## config.mk

```make
export PLATFORM = sky130hd
export DESIGN_NAME = count_tracker
export DESIGN_NICKNAME = d
export VERILOG_FILES = /design/src/rtl/count_tracker.sv
export SDC_FILE = /design/constraint.sdc
export NUM_CORES = 1
export LEC_CHECK = 0
export ABC_AREA = 1
export CORE_ASPECT_RATIO = 1.25
export CORE_MARGIN = 3
export CORE_UTILIZATION = 62
export CTS_CLUSTER_SIZE = 14
export DETAILED_ROUTE_END_ITERATION = 8
export GPL_TIMING_DRIVEN = 0
export HOLD_SLACK_MARGIN = 0.15
export PLACE_DENSITY = 0.87
export SLEW_MARGIN = 40
export SYNTH_ARGS = -nofsm -noshare
export SYNTH_HDL_FRONTEND = slang
export SYNTH_SLANG_ARGS = --single-unit
export TNS_END_PERCENT = 10
```

## constraint.sdc

```tcl
create_clock -name clk -period 4.6 [get_ports clk]
set_clock_uncertainty 0.15 [all_clocks]
set_input_delay 0.46 -clock clk [delete_from_list [all_inputs] [get_ports clk]]
set_output_delay 0.46 -clock clk [all_outputs]
set_load 0.03 [all_outputs]
```

## src/rtl/count_tracker.sv

```systemverilog
// rtl/count_tracker.sv - receive-side tracker for an up/down count stream
//
// Purpose:
//   Samples a count stream on enabled cycles. It reconstructs the counting
//   direction, detects legal wrap-around, flags illegal steps with a
//   saturating error counter, and emits a sync pulse when a tracked sample
//   reaches SYNC_VAL.
//
// Ports:
//   clk        in   system clock, rising edge
//   rst        in   asynchronous active-high reset
//   ena        in   sample qualifier for count_in
//   count_in   in   [WIDTH-1:0] observed count value
//   clr_err    in   synchronous clear of step_err / err_count
//   dir_up     out  last legal move was up (1) or down (0)
//   dir_valid  out  a legal +/-1 step seen since reset, resync or error
//   holding    out  last sample equalled the previous one
//   wrap_pulse out  one-cycle pulse on a legal wrap
//   sync_pulse out  one-cycle pulse when a tracked sample equals SYNC_VAL
//   step_err   out  sticky illegal-step flag
//   err_count  out  [ERR_CNT_W-1:0] saturating illegal-step count

module count_tracker #(
  parameter int               WIDTH           = 17,
  parameter logic [WIDTH-1:0] SYNC_VAL        = '0,
  parameter bit               ALLOW_ZERO_JUMP = 1'b1,
  parameter int               ERR_CNT_W       = 8
) (
  input  logic                 clk,
  input  logic                 rst,
  input  logic                 ena,
  input  logic [WIDTH-1:0]     count_in,
  input  logic                 clr_err,
  output logic                 dir_up,
  output logic                 dir_valid,
  output logic                 holding,
  output logic                 wrap_pulse,
  output logic                 sync_pulse,
  output logic                 step_err,
  output logic [ERR_CNT_W-1:0] err_count
);

  typedef enum logic [1:0] {IDLE, TRACK, HOLD} state_t;
  typedef enum logic [2:0] {STEP_UP, STEP_DOWN, STEP_HOLD, STEP_RESYNC, STEP_ERR} step_t;

  localparam logic [WIDTH-1:0] MAX_VAL = '1;

  state_t               state, state_n;
  logic [WIDTH-1:0]     prev, prev_n;
  logic                 dir_up_n, dir_valid_n, holding_n;
  logic                 wrap_n, sync_n, step_err_n;
  logic [ERR_CNT_W-1:0] err_count_n, err_base;
  logic [WIDTH-1:0]     diff;
  step_t                step;

  // Classify the current sample against the previous one. Unit moves are
  // checked first so that the up-wrap to 0 is UP rather than RESYNC.
  always_comb begin
    diff = count_in - prev;
    if (diff == WIDTH'(1))
      step = STEP_UP;
    else if (diff == MAX_VAL)
      step = STEP_DOWN;
    else if (diff == '0)
      step = STEP_HOLD;
    else if (ALLOW_ZERO_JUMP && (count_in == '0))
      step = STEP_RESYNC;
    else
      step = STEP_ERR;
  end

  // An error in the same cycle as clr_err counts from zero, so the error wins.
  always_comb begin
    err_base = clr_err ? '0 : err_count;
  end

  always_comb begin
    state_n     = state;
    prev_n      = prev;
    dir_up_n    = dir_up;
    dir_valid_n = dir_valid;
    holding_n   = holding;
    wrap_n      = 1'b0;
    sync_n      = 1'b0;
    step_err_n  = clr_err ? 1'b0 : step_err;
    err_count_n = err_base;

    if (ena) begin
      prev_n = count_in;
      if (state == IDLE) begin
        // First sample only establishes the reference value.
        state_n = TRACK;
      end else begin
        case (step)
          STEP_UP, STEP_DOWN: begin
            state_n     = TRACK;
            dir_up_n    = (step == STEP_UP);
            dir_valid_n = 1'b1;
            holding_n   = 1'b0;
            sync_n      = (count_in == SYNC_VAL);
            wrap_n      = (step == STEP_UP) ? (count_in == '0) : (count_in == MAX_VAL);
          end
          STEP_HOLD: begin
            state_n   = HOLD;
            holding_n = 1'b1;
          end
          STEP_RESYNC: begin
            state_n     = TRACK;
            dir_valid_n = 1'b0;
            holding_n   = 1'b0;
            sync_n      = (count_in == SYNC_VAL);
          end
          default: begin
            state_n     = TRACK;
            dir_valid_n = 1'b0;
            holding_n   = 1'b0;
            step_err_n  = 1'b1;
            if (err_base != '1)
              err_count_n = err_base + ERR_CNT_W'(1);
          end
        endcase
      end
    end
  end

  always_ff @(posedge clk or posedge rst) begin
    if (rst) begin
      state      <= IDLE;
      prev       <= '0;
      dir_up     <= 1'b0;
      dir_valid  <= 1'b0;
      holding    <= 1'b0;
      wrap_pulse <= 1'b0;
      sync_pulse <= 1'b0;
      step_err   <= 1'b0;
      err_count  <= '0;
    end else begin
      state      <= state_n;
      prev       <= prev_n;
      dir_up     <= dir_up_n;
      dir_valid  <= dir_valid_n;
      holding    <= holding_n;
      wrap_pulse <= wrap_n;
      sync_pulse <= sync_n;
      step_err   <= step_err_n;
      err_count  <= err_count_n;
    end
  end

endmodule

```

After elaboration in Yosys (flattened, before gate mapping)
Cells that the tools add are included.
{"block": "op_classes", "add_sub_neg": 2, "multipliers": 0, "div_mod_pow": 0, "n_lt_le_gt_ge": 0, "eq_ne": 7, "shift": 0, "muxes": 24, "bitwise_logic": 2, "n_reduce_logical": 10}
{"cell": "8-bit 2-to-1 mux", "n": 5}
{"cell": "17-bit equality test, second input constant", "n": 2}
{"cell": "17-bit logical NOT", "n": 2}
{"cell": "17-bit by 1-bit equality test with 1-bit output, second input constant", "n": 1}
{"cell": "17-bit subtractor", "n": 1}
{"cell": "1-bit 2-to-1 mux", "n": 12}
{"cell": "3-bit 2-to-1 mux", "n": 4}
{"cell": "8-bit by 1-bit adder with 8-bit output, second input constant", "n": 1}
{"cell": "8-bit != test, second input constant", "n": 1}
{"cell": "3-bit by 2-bit equality test with 1-bit output, second input constant", "n": 2}
{"cell": "3-bit AND reduction", "n": 2}
{"cell": "2-bit 2-to-1 mux", "n": 2}
{"cell": "4-bit OR reduction", "n": 1}
{"cell": "3-bit by 1-bit equality test with 1-bit output, second input constant", "n": 1}
{"cell": "3-bit logical NOT", "n": 1}
{"cell": "3-bit OR reduction", "n": 1}
{"cell": "2-bit logical NOT", "n": 1}
{"cell": "1-bit inverter", "n": 2}
{"cell": "1-bit case mux with 2 select lines", "n": 1}
{"cell": "2-bit AND reduction", "n": 1}
{"cell": "2-bit OR reduction", "n": 1}
{"block": "word_totals", "regBits": 33, "latch_bits": 0, "ram_bits": 0, "rom_bits": 0, "in_bits": 21, "output_inout_bits": 14, "wordCells": 54, "n_memories": 0}

Depth between registers and ports, before layout
Gate-level depths: netlist of the first run.
{"block": "logic_depth", "word_depth": 10, "mapped_depth": 22, "mapped_depth_nobuf": 21}

Least setup slack after synthesis of the first run
Ideal clock, no wire load.
{"block": "synth_timing", "kind": "input port to flip-flop", "start": "input count_in[0]", "end": "register err_count[0]", "setup_ns": 0.129, "arrival_time_ns": 2.486, "required_ns": 4.321, "setup_slack_ns": 1.836, "cell_stages": 20, "n_path_buf": 0, "path_cell_list": "inv_1 -> ha_1 -> fa_1 -> inv_1 -> nand2_1 -> nand2_1 -> nand3_1 -> nand2_1 -> nand2_1 -> nand2_1 -> nand2_1 -> nand2_1 -> nand2_1 -> nor2_2 -> nand3_2 -> nand2_4 -> nor2_8 -> nand2_4 -> nor2_8 -> xor2_2"}
{"block": "synth_between", "elab_chain_len": 10, "word_cells_on_any_way": 17, "cone_classes": "add/sub: 1; eq/ne: 5; mux: 7; reduce/logical: 4"}
{"element": "start: declaration", "line_no": "32", "rtl": "input logic [WIDTH-1:0] count_in,"}
{"element": "17-bit subtractor / 17-bit logical NOT (equally long branches)", "line_no": "59, 66"}
{"element": "17-bit logical NOT / 3-bit 2-to-1 mux (equally long branches)", "line_no": "64, 66"}
{"element": "3-bit 2-to-1 mux", "line_no": "64", "rtl": "else if (diff == '0)"}
{"element": "3-bit 2-to-1 mux", "line_no": "62", "rtl": "else if (diff == MAX_VAL)"}
{"element": "3-bit 2-to-1 mux *", "line_no": "60", "rtl": "if (diff == WIDTH'(1))"}
{"element": "3-bit by 2-bit equality test with 1-bit output (tied with other cells)", "line_no": "94", "rtl": "case (step)"}
{"element": "4-bit OR reduction (no line) *"}
{"element": "8-bit 2-to-1 mux *", "line_no": "94"}
{"element": "8-bit 2-to-1 mux *", "line_no": "90", "rtl": "if (state == IDLE) begin"}
{"element": "8-bit 2-to-1 mux *", "line_no": "88", "rtl": "if (ena) begin"}
{"element": "net err_count_n[0]", "line_no": "52", "rtl": "logic [ERR_CNT_W-1:0] err_count_n, err_base;"}
{"element": "end signal: assignment", "line_no": "146", "rtl": "err_count <= err_count_n;"}
{"element": "end: declaration", "line_no": "40", "rtl": "output logic [ERR_CNT_W-1:0] err_count"}
The timed path passes the listed nets; every way through them passes the cells marked *.
A chain may end at the register's enable or synchronous reset.

Final worst setup path of the first run
{"block": "layout_timing", "start": "input count_in[0]", "end": "register err_count[7]"}
The elaborated chain is that of the path after synthesis.

==> reports/metrics.sh, run 1 <==
SYNTH_TOP_CELLS_BY_AREA='sky130_fd_sc_hd__dfrtp_1 (27%), sky130_fd_sc_hd__nand2_1 (22%), sky130_fd_sc_hd__inv_1 (11%), sky130_fd_sc_hd__ha_1 (7.4%), sky130_fd_sc_hd__nand3_1 (6.6%)'
AREA.SEQUENTIAL_SQ_UM=825.8
OVERFLOW=0
POST_SYNTH_CELL_TYPES=32
VIAS_PER_CELL=5.392
MIN_PATH_TYPE='flip-flop to flip-flop'
SETUP-TNS-FINAL_PS=0
POSTCTSRESIZEDCELLS=0
SYNTHCELLS=494
YOSYS_MOST_USED_DFF='sky130_fd_sc_hd__dfrtp_1'
POWER_PER_CELL_AREA_nW_PER_UM2=272.1
DIEWIDTH_UM=68.60
SYN-NUM-NETS=534
FIN_NETS=575
POSTROUTEANTENNANETS=0
FIRST_GLOBAL_VIAS=3179
DIE_AREA_SQ_UM=5779
FMAXACHIEVABLE_MHz=297.2
CTS-ROOT-BUF='sky130_fd_sc_hd__clkbuf_8'
AREA.GROWTH.SYNTH_TO_FINAL_PCT=17.55
SEQ_POWER_SHARE_PCT=32.4
ANTENNA_CELLS_INSERTED=0
PORT_BUFFERS=34
CTS_TREE='yes'
GRT_FIRST_PASS_WIRELENGTH_UM=13310
GP_ROUTABILITY_CONGESTION=0.9314
MAX_RAIL_DROP_VDD_uV=257.7
HOLDBUFCOUNTCTS=0
DRTITER0DRC=168
POST_DRT_WL_PER_CELL_UM=13.06
WORSTSETUPENDPOINTTYPE='flip-flop'
DETAIL_ROUTE.FIRST_PASS.ITERATIONS=5
POWER_W=0.0009714
LAYOUT_WORST_PATH_CYCLE_SHARE_PCT=73.15
SLEW_AT_THE_PIN_CLOSEST_TO_ITS_MAX_SLEW_LIMIT_PS=685.6
GRT_MAX_DEGREE=34
CP_DATA_ARRIVAL_TIME_PS=3380
SYNTH_SEQ_CELLS=33
P_INT_W=0.0006115
VIAS=3203
TIMING.CRITICAL_PATH.REQUIRED_PS=4620
SHARE_OF_THE_SYNTHESIZED_AREA_IN_THE_TOP_CELL_TYPE_PCT=27.19
SLEW_HEADROOM_PCT=54.23
STATUS='complete, no violations'
IO-PIN-COUNT=35
SWITCHING_COMPONENT_OF_THE_POWER_W=0.0003599
CLOCK_INSERTION_DELAY_WORST_SKEW_PS=290
RSZ_0062_RAISED_AFTER_GLOBAL_ROUTING='no'
COMBPWRFRAC_PCT=37.7
CRITICAL_PATH_PEAK_FANOUT=8
WIRELENGTH_UM=7760
PLACE.DETAILED.HPWL_UM=6233
CRITPATHLAUNCHTYPE='input port'
NETLIST_AREA_SQ_UM=3037
TIMING.MAX_CAP.VIOLATIONS=0
YS_WARN_COUNT=0
CTS_BUFFER_COUNT=5
CRITICAL_PATH_CLASS='input port to flip-flop'
NUMBER_OF_FILL_CELLS=376
FINAL-MAX-SLEW-VIOLATION-COUNT=0
SWSHARE_PCT=37.05
MULTI_INPUT_GATE_AREA_IN_THE_FINAL_LAYOUT_SQ_UM=1838
WORST_SETUP_HOLD_PATH_CLK_SLEW_PS=70
SYNTH.LARGEST_AREA_CELL='sky130_fd_sc_hd__dfrtp_1'
LAYOUT-DRIVE-GT1-SHARE_PCT=6.716
CORE_REGION_AREA_SQ_UM=4561
POWER_FRAC_CLOCK_PCT=29.9
ANTENNA_FOUND_INITIAL=0
CTS.SINKS=33
SEQUENTIAL_ELEMENT_SHARE_OF_THE_SYNTHESIZED_AREA_PCT=27.19
NUMBER_OF_DRC_VIOLATIONS_AFTER_DETAILED_ROUTING=0
FP-ROW-COUNT=27
NUMBER_OF_FLOPS_MAPPED_TO_ENABLE_CELLS_BY_YOSYS=0
TRACK_USAGE_PCT=29.58
POST_SYNTH_MOST_FREQUENT_CELLS='sky130_fd_sc_hd__nand2_1 (176), sky130_fd_sc_hd__inv_1 (87), sky130_fd_sc_hd__nor2_1 (41)'
POSTCTSSETUPREPAIRBUFS=0
CTS_BUFFER_DEPTH=2
HOLD_VIOL_FINAL=0
INITIAL_UTILIZATION_PCT=66.58
FINAL.MIN_CLOCK_PERIOD_PS=3365
SETUP_VIOL=0
LEADING_CELL_TYPE_BY_NUMBER_OF_INSTANCES_AFTER_SYNTHESIS='sky130_fd_sc_hd__nand2_1'
ASYNCSETRESETFLOPFRACSYNTH_PCT=100.0
LEAKAGEPOWER_nW=1.952
DIE-HEIGHT_UM=84.25
CLOCK_TREE.HTREE_LEVEL_COUNT=2
SYN-MEAN-INSTANCE-AREA_SQ_UM=6.147
## final cells by class
cell class,count,share of cell area [%]
timing repair buffer,34,9.534
inverter,94,9.884
sequential,33,23.13
tap,58,2.033
clock inverter,2,1.052
multi-input combinational,362,51.49
buffer,5,0.5608
clock buffer,6,2.313
## cell families (layout without fill, tap and decap cells)
group / Yosys count / in the layout / synth area share (%)
adder cells (fa/ha/maj): 19 / 19 / 8.076
flip-flops: 33 / 33 / 27.19
AO/OA/AOI/OAI: 35 / 35 / 6.016
buffers and inverters: 99 / 141 / 12.28
XOR/XNOR: 3 / 3 / 1.113
AND/OR/NAND/NOR: 305 / 305 / 45.32
## worst paths after layout
kind	startpoint	to	slack (ps)	cells past startpoint
setup / recovery	count_in[0]	err_count[7]$_DFF_PP0_	1240	22
hold / removal	step_err$_DFF_PP0_	step_err$_DFF_PP0_	350	2
setup reg to reg	prev[0]$_DFFE_PP0P_	err_count[7]$_DFF_PP0_	1580	20
hold reg to reg	step_err$_DFF_PP0_	step_err$_DFF_PP0_	350	2
max in group asynchronous	rst	err_count[0]$_DFF_PP0_	3410	2
min in group asynchronous	rst	sync_pulse$_DFF_PP0_	440	2
## flip-flops by register name (all words and copies together) (netlist names)
| signal | flops |
|---|---|
| state | 2 |
| prev | 17 |
| dir_up | 1 |
| sync_pulse | 1 |
| wrap_pulse | 1 |
| step_err | 1 |
| err_count | 8 |
| dir_valid | 1 |
| holding | 1 |
## through the flow
step           utilization (%)  instances  hold WS (ps)  cell area, sq um  setup WS (ps)
6_report                 78.27        594         352.4              3570           1235
5_1_grt                  78.27        594         381.1              3570          935.9
4_1_cts                  78.27        594         352.1              3570           1248
3_5_place_dp             75.64        586         330.0              3450          940.0
3_3_place_gp             75.64        586         318.6              3450           1010
2_1_floorplan                -        494         304.0              3037           1836
## metal layers
layer,global-route usage (%),wire length [um]
met1,34.33,3151
met2,53.08,4070
met3,4.284,370
met4,10.31,169
met5,0,0
## placed cells by master, fill, tap and decap left out, types with 2 or more instances in the layout
| master | n |
|---|---|
| sky130_fd_sc_hd__clkbuf_8 | 6 |
| sky130_fd_sc_hd__nand3_2 | 4 |
| sky130_fd_sc_hd__nand2_1 | 176 |
| sky130_fd_sc_hd__nor3_1 | 3 |
| sky130_fd_sc_hd__nor2_2 | 4 |
| sky130_fd_sc_hd__nor4_1 | 4 |
| sky130_fd_sc_hd__inv_2 | 8 |
| sky130_fd_sc_hd__nand2_4 | 3 |
| sky130_fd_sc_hd__and2_1 | 4 |
| sky130_fd_sc_hd__inv_1 | 86 |
| sky130_fd_sc_hd__o21ai_1 | 4 |
| sky130_fd_sc_hd__nand3_1 | 40 |
| sky130_fd_sc_hd__nor2_8 | 2 |
| sky130_fd_sc_hd__nand3b_1 | 3 |
| sky130_fd_sc_hd__ha_1 | 18 |
| sky130_fd_sc_hd__nand4_1 | 15 |
| sky130_fd_sc_hd__clkdlybuf4s50_1 | 34 |
| sky130_fd_sc_hd__o21ai_0 | 19 |
| sky130_fd_sc_hd__nor2_1 | 41 |
| sky130_fd_sc_hd__a21oi_1 | 9 |
| sky130_fd_sc_hd__nand2_2 | 3 |
| sky130_fd_sc_hd__dfrtp_1 | 33 |
| sky130_fd_sc_hd__clkbuf_1 | 4 |
## power by group through the flow
stage	combinational (W)	sequential, W	clock, W
floorplan	0.000257	0.000327	0
global placement	0.000350	0.000319	0
detailed placement	0.000361	0.000320	0
CTS	0.000363	0.000315	0.000292
global route	0.000419	0.000316	0.000303
finish	0.000366	0.000315	0.000290
## worst max-delay path: stages
cell and delay [ps]:
sky130_fd_sc_hd__clkdlybuf4s50_1 500, sky130_fd_sc_hd__inv_1 90, sky130_fd_sc_hd__ha_1 210, sky130_fd_sc_hd__fa_1 400, sky130_fd_sc_hd__inv_1 120, sky130_fd_sc_hd__nand2_1 60, sky130_fd_sc_hd__nand2_1 110, sky130_fd_sc_hd__nand3_1 120
sky130_fd_sc_hd__nand2_1 140, sky130_fd_sc_hd__nand2_1 100, sky130_fd_sc_hd__nand2_1 70, sky130_fd_sc_hd__nand2_1 60, sky130_fd_sc_hd__nand2_1 80, sky130_fd_sc_hd__nand2_1 70, sky130_fd_sc_hd__nor2_2 130, sky130_fd_sc_hd__nand3_2 170
sky130_fd_sc_hd__nand2_4 130, sky130_fd_sc_hd__nor2_8 70, sky130_fd_sc_hd__nand2_4 110, sky130_fd_sc_hd__nor2_1 60, sky130_fd_sc_hd__nand2_1 50, sky130_fd_sc_hd__nand3_1 70
Power figures use the tool's default switching activity.
==> run 2, diff against run 1 <==
- CORE_UTILIZATION: 62 -> 57
- PLACE_DENSITY: 0.87 -> 0.81
- clock period: 4.6 -> 3.5 ns (I/O delays scaled with it)
==> run 2 against run 1 <==
Compared with the run above:
- global-route usage down 4.3 points
- largest cell class unchanged
- highest routed layer unchanged
- design area rose by 0.77%
- total power increased by 32%
- clock-buffer cell count is the same
- combinational power grew 33%
==> reports/metrics.sh, run 2 (synthesis gave the netlist of run 1 again) <==
AREA.GROWTH.SYNTH_TO_FINAL_PCT=18.46
FINISH.INSTANCE_AREA_SQ_UM=3597  # +0.77%
PLACE.DETAILED.HPWL_UM=6168  # -1.1%
LARGEST_REGISTER_FFS=17  # unchanged
FMAXACHIEVABLE_MHz=308.3
DPL_CELL_AREA_SQ_UM=3455  # +0.14%
MET3_WIRELENGTH_UM=383  # +3.5%
NUMBER_OF_DRC_VIOLATIONS_AFTER_DETAILED_ROUTING=0  # unchanged
HOLDBUFCOUNTCTS=0  # unchanged
FP-ROW-COUNT=29  # +7.4%
VIAS=3200  # -0.094%
ROUTE.LAYER.MET1.WL_UM=3061  # -2.9%
REGTOREGSTARTPOINT='prev[0]$_DFFE_PP0P_'
PLACE_WS_PS=-91.84  # -1032 ps
CTS_BUFFER_COUNT=5  # unchanged
ANTENNA_CELLS_INSERTED=0  # unchanged
DIE_AREA_SQ_UM=6245  # +8.1%
DIE-HEIGHT_UM=87.61  # +4.0%
GRT_FIRST_PASS_WIRELENGTH_UM=12560  # -5.6%
SLEW_HEADROOM_PCT=55.15  # +0.92 points
STATUS='complete, no violations'
OVERFLOW=0  # unchanged
SETUP.REG_TO_REG.WORST_SLACK_PS=520  # -1060 ps
POSTCTSSETUPREPAIRBUFS=0  # unchanged
REG.LARGEST.LIST='prev: 17 flops, err_count: 8 flops, state: 2 flops'
WORST_SETUP_HOLD_PATH_CLK_SLEW_PS=70  # about the same
DRTITER0DRC=145  # -14%
TIMING.RR.END='err_count[7]$_DFF_PP0_'
CTS-ROOT-BUF='sky130_fd_sc_hd__clkbuf_8'
TIMING.MAX_CAP.VIOLATIONS=0  # unchanged
SETUP_VIOL=0  # unchanged
CLOCK_INSERTION_DELAY_WORST_SKEW_PS=290  # about the same
FINAL-MAX-SLEW-VIOLATION-COUNT=0  # unchanged
REGISTER_WITH_THE_HIGHEST_FLOP_COUNT='prev'
FIRST_GLOBAL_VIAS=2917  # -8.2%
MAX_RAIL_DROP_VDD_uV=318.6  # +24%
CTS_TREE='yes'
INITIAL_UTILIZATION_PCT=59.35  # -7.2 points
POSTROUTEANTENNANETS=0  # unchanged
WIRELENGTH_UM=7565  # -2.5%
TRACK_USAGE_PCT=25.32  # -4.3 points
RR_WORST_DEPTH=18  # -10%
LAYOUT_WORST_PATH_CYCLE_SHARE_PCT=92.66
DETAIL_ROUTE.FIRST_PASS.ITERATIONS=5  # unchanged
DIEWIDTH_UM=71.29  # +3.9%
GRT_MAX_DEGREE=34  # unchanged
LAYOUT.CELLS.MOST_COMMON='sky130_fd_sc_hd__nand2_1'
CLOCK_TREE.HTREE_LEVEL_COUNT=2  # unchanged
MOSTFREQUENTLAYOUTCELLS='sky130_fd_sc_hd__nand2_1 (175), sky130_fd_sc_hd__inv_1 (86), sky130_fd_sc_hd__nor2_1 (41)'
POWER_PER_CELL_AREA_nW_PER_UM2=355.1  # +30%
CP_DATA_ARRIVAL_TIME_PS=3260  # -120 ps
LEAKAGEPOWER_nW=1.953  # about the same
RSZ_0062_RAISED_AFTER_GLOBAL_ROUTING='no'
TIMING.CRITICAL_PATH.REQUIRED_PS=3510  # -1110 ps
SLEW_AT_THE_PIN_CLOSEST_TO_ITS_MAX_SLEW_LIMIT_PS=671.8  # -13.75 ps
VIAS_PER_CELL=5.351  # -0.76%
CORE_REGION_AREA_SQ_UM=5116  # +12%
POSTCTSRESIZEDCELLS=0  # unchanged
WORSTSETUPENDPOINTTYPE='flip-flop'
FIN_NETS=575  # unchanged
CRITICAL_PATH_PEAK_FANOUT=8  # unchanged
CRITPATHLAUNCHTYPE='input port'
CTS.SINKS=33  # unchanged
MIN_PATH_TYPE='input port to async pin'
FINAL.MIN_CLOCK_PERIOD_PS=3243
SETUP_WS_PS=256.8  # -978.3 ps
ROUTED.TOP_LAYER='met4'
ANTENNA_FOUND_INITIAL=0  # unchanged
POST_DRT_WL_PER_CELL_UM=12.65  # -3.2%
HOLD_VIOL_FINAL=0  # unchanged
CRITICAL_PATH_CLASS='input port to flip-flop'
DETAILROUTE.WIRELENGTH.MET2_UM=3827  # -6.0%
LAYOUT-DRIVE-GT1-SHARE_PCT=6.903  # +0.19 points
FIN_UTIL_PCT=70.31  # -8.0 points
IO-PIN-COUNT=35  # unchanged
GP_ROUTABILITY_CONGESTION=0.9129  # -2.0%
CTS_BUFFER_DEPTH=2  # unchanged
PORT_BUFFERS=34  # unchanged
==> run 2: area by class of cell <==
type                       count  area (sq um)
multi-input combinational    362          1861
fill                         439          1519
sequential                    33         825.8
inverter                      94         352.8
timing repair buffer          34         340.3
clock buffer                   6         82.58
tap                           62         77.57
clock inverter                 2         37.54
buffer                         5         20.02
==> run 2: report_power, final <==
part,internal (W),total [W],switching [W],leakage [nW]
sequential,0.000404,0.000413,0.00000902,0.417
combinational,0.000169,0.000486,0.000317,1.48
clock,0.000231,0.000379,0.000147,0.0574
==> run 2: routing by layer <==
layer  vias to the layer above  track usage [%]
met3                        26            4.018
met1                      1454            29.84
met4                         0            12.99
li1                       1625                -
met2                        95            44.31
met5                         -                0
==> run 2: metrics by stage <==
stage	instances	power [W]	hold WS (ps)	setup TNS [ps]
CTS	598	0.001280	346.1	0
global route	598	0.001370	374.1	0
finish	598	0.001277	322.5	0
floorplan	494	0.0007682	304.0	0
detailed placement	590	0.0008948	322.5	-189.4
global placement	590	0.0008815	320.0	0
==> run 2: critical path: stages <==
cell and delay, ps:
sky130_fd_sc_hd__clkdlybuf4s50_1 510, sky130_fd_sc_hd__inv_1 90, sky130_fd_sc_hd__ha_1 210, sky130_fd_sc_hd__fa_1 400, sky130_fd_sc_hd__inv_1 120, sky130_fd_sc_hd__nand2_1 60
sky130_fd_sc_hd__nand2_1 100, sky130_fd_sc_hd__nand3_1 110, sky130_fd_sc_hd__nand2_1 120, sky130_fd_sc_hd__nand2_1 80, sky130_fd_sc_hd__nand3_1 120, sky130_fd_sc_hd__nand3_1 110
sky130_fd_sc_hd__nor2_1 230, sky130_fd_sc_hd__nand3_4 140, sky130_fd_sc_hd__nand2_4 120, sky130_fd_sc_hd__nor2_8 70, sky130_fd_sc_hd__nand2_4 110, sky130_fd_sc_hd__nor2_1 60
sky130_fd_sc_hd__nand2_1 80, sky130_fd_sc_hd__nand3_1 80
==> run 2: how the worst max path moves through the flow <==
stage / cells after the start / startpoint / endpoint / slack [ps]
after CTS: 22 / count_in[0] / err_count[7]$_DFF_PP0_ / 220
after global routing: 22 / count_in[0] / err_count[7]$_DFF_PP0_ / 30
after global placement: 21 / count_in[0] / err_count[0]$_DFF_PP0_ / 10
after floorplan: 20 / count_in[0] / err_count[0]$_DFF_PP0_ / 850
after detailed placement: 22 / count_in[0] / err_count[7]$_DFF_PP0_ / -90
final: 20 / count_in[0] / err_count[7]$_DFF_PP0_ / 260
==> run 3, diff against run 2 <==
- SKIP_LAST_GASP: default -> 1
==> results of run 3 <==
No change in the layout: final DEF, timing and power equal those of run 2.
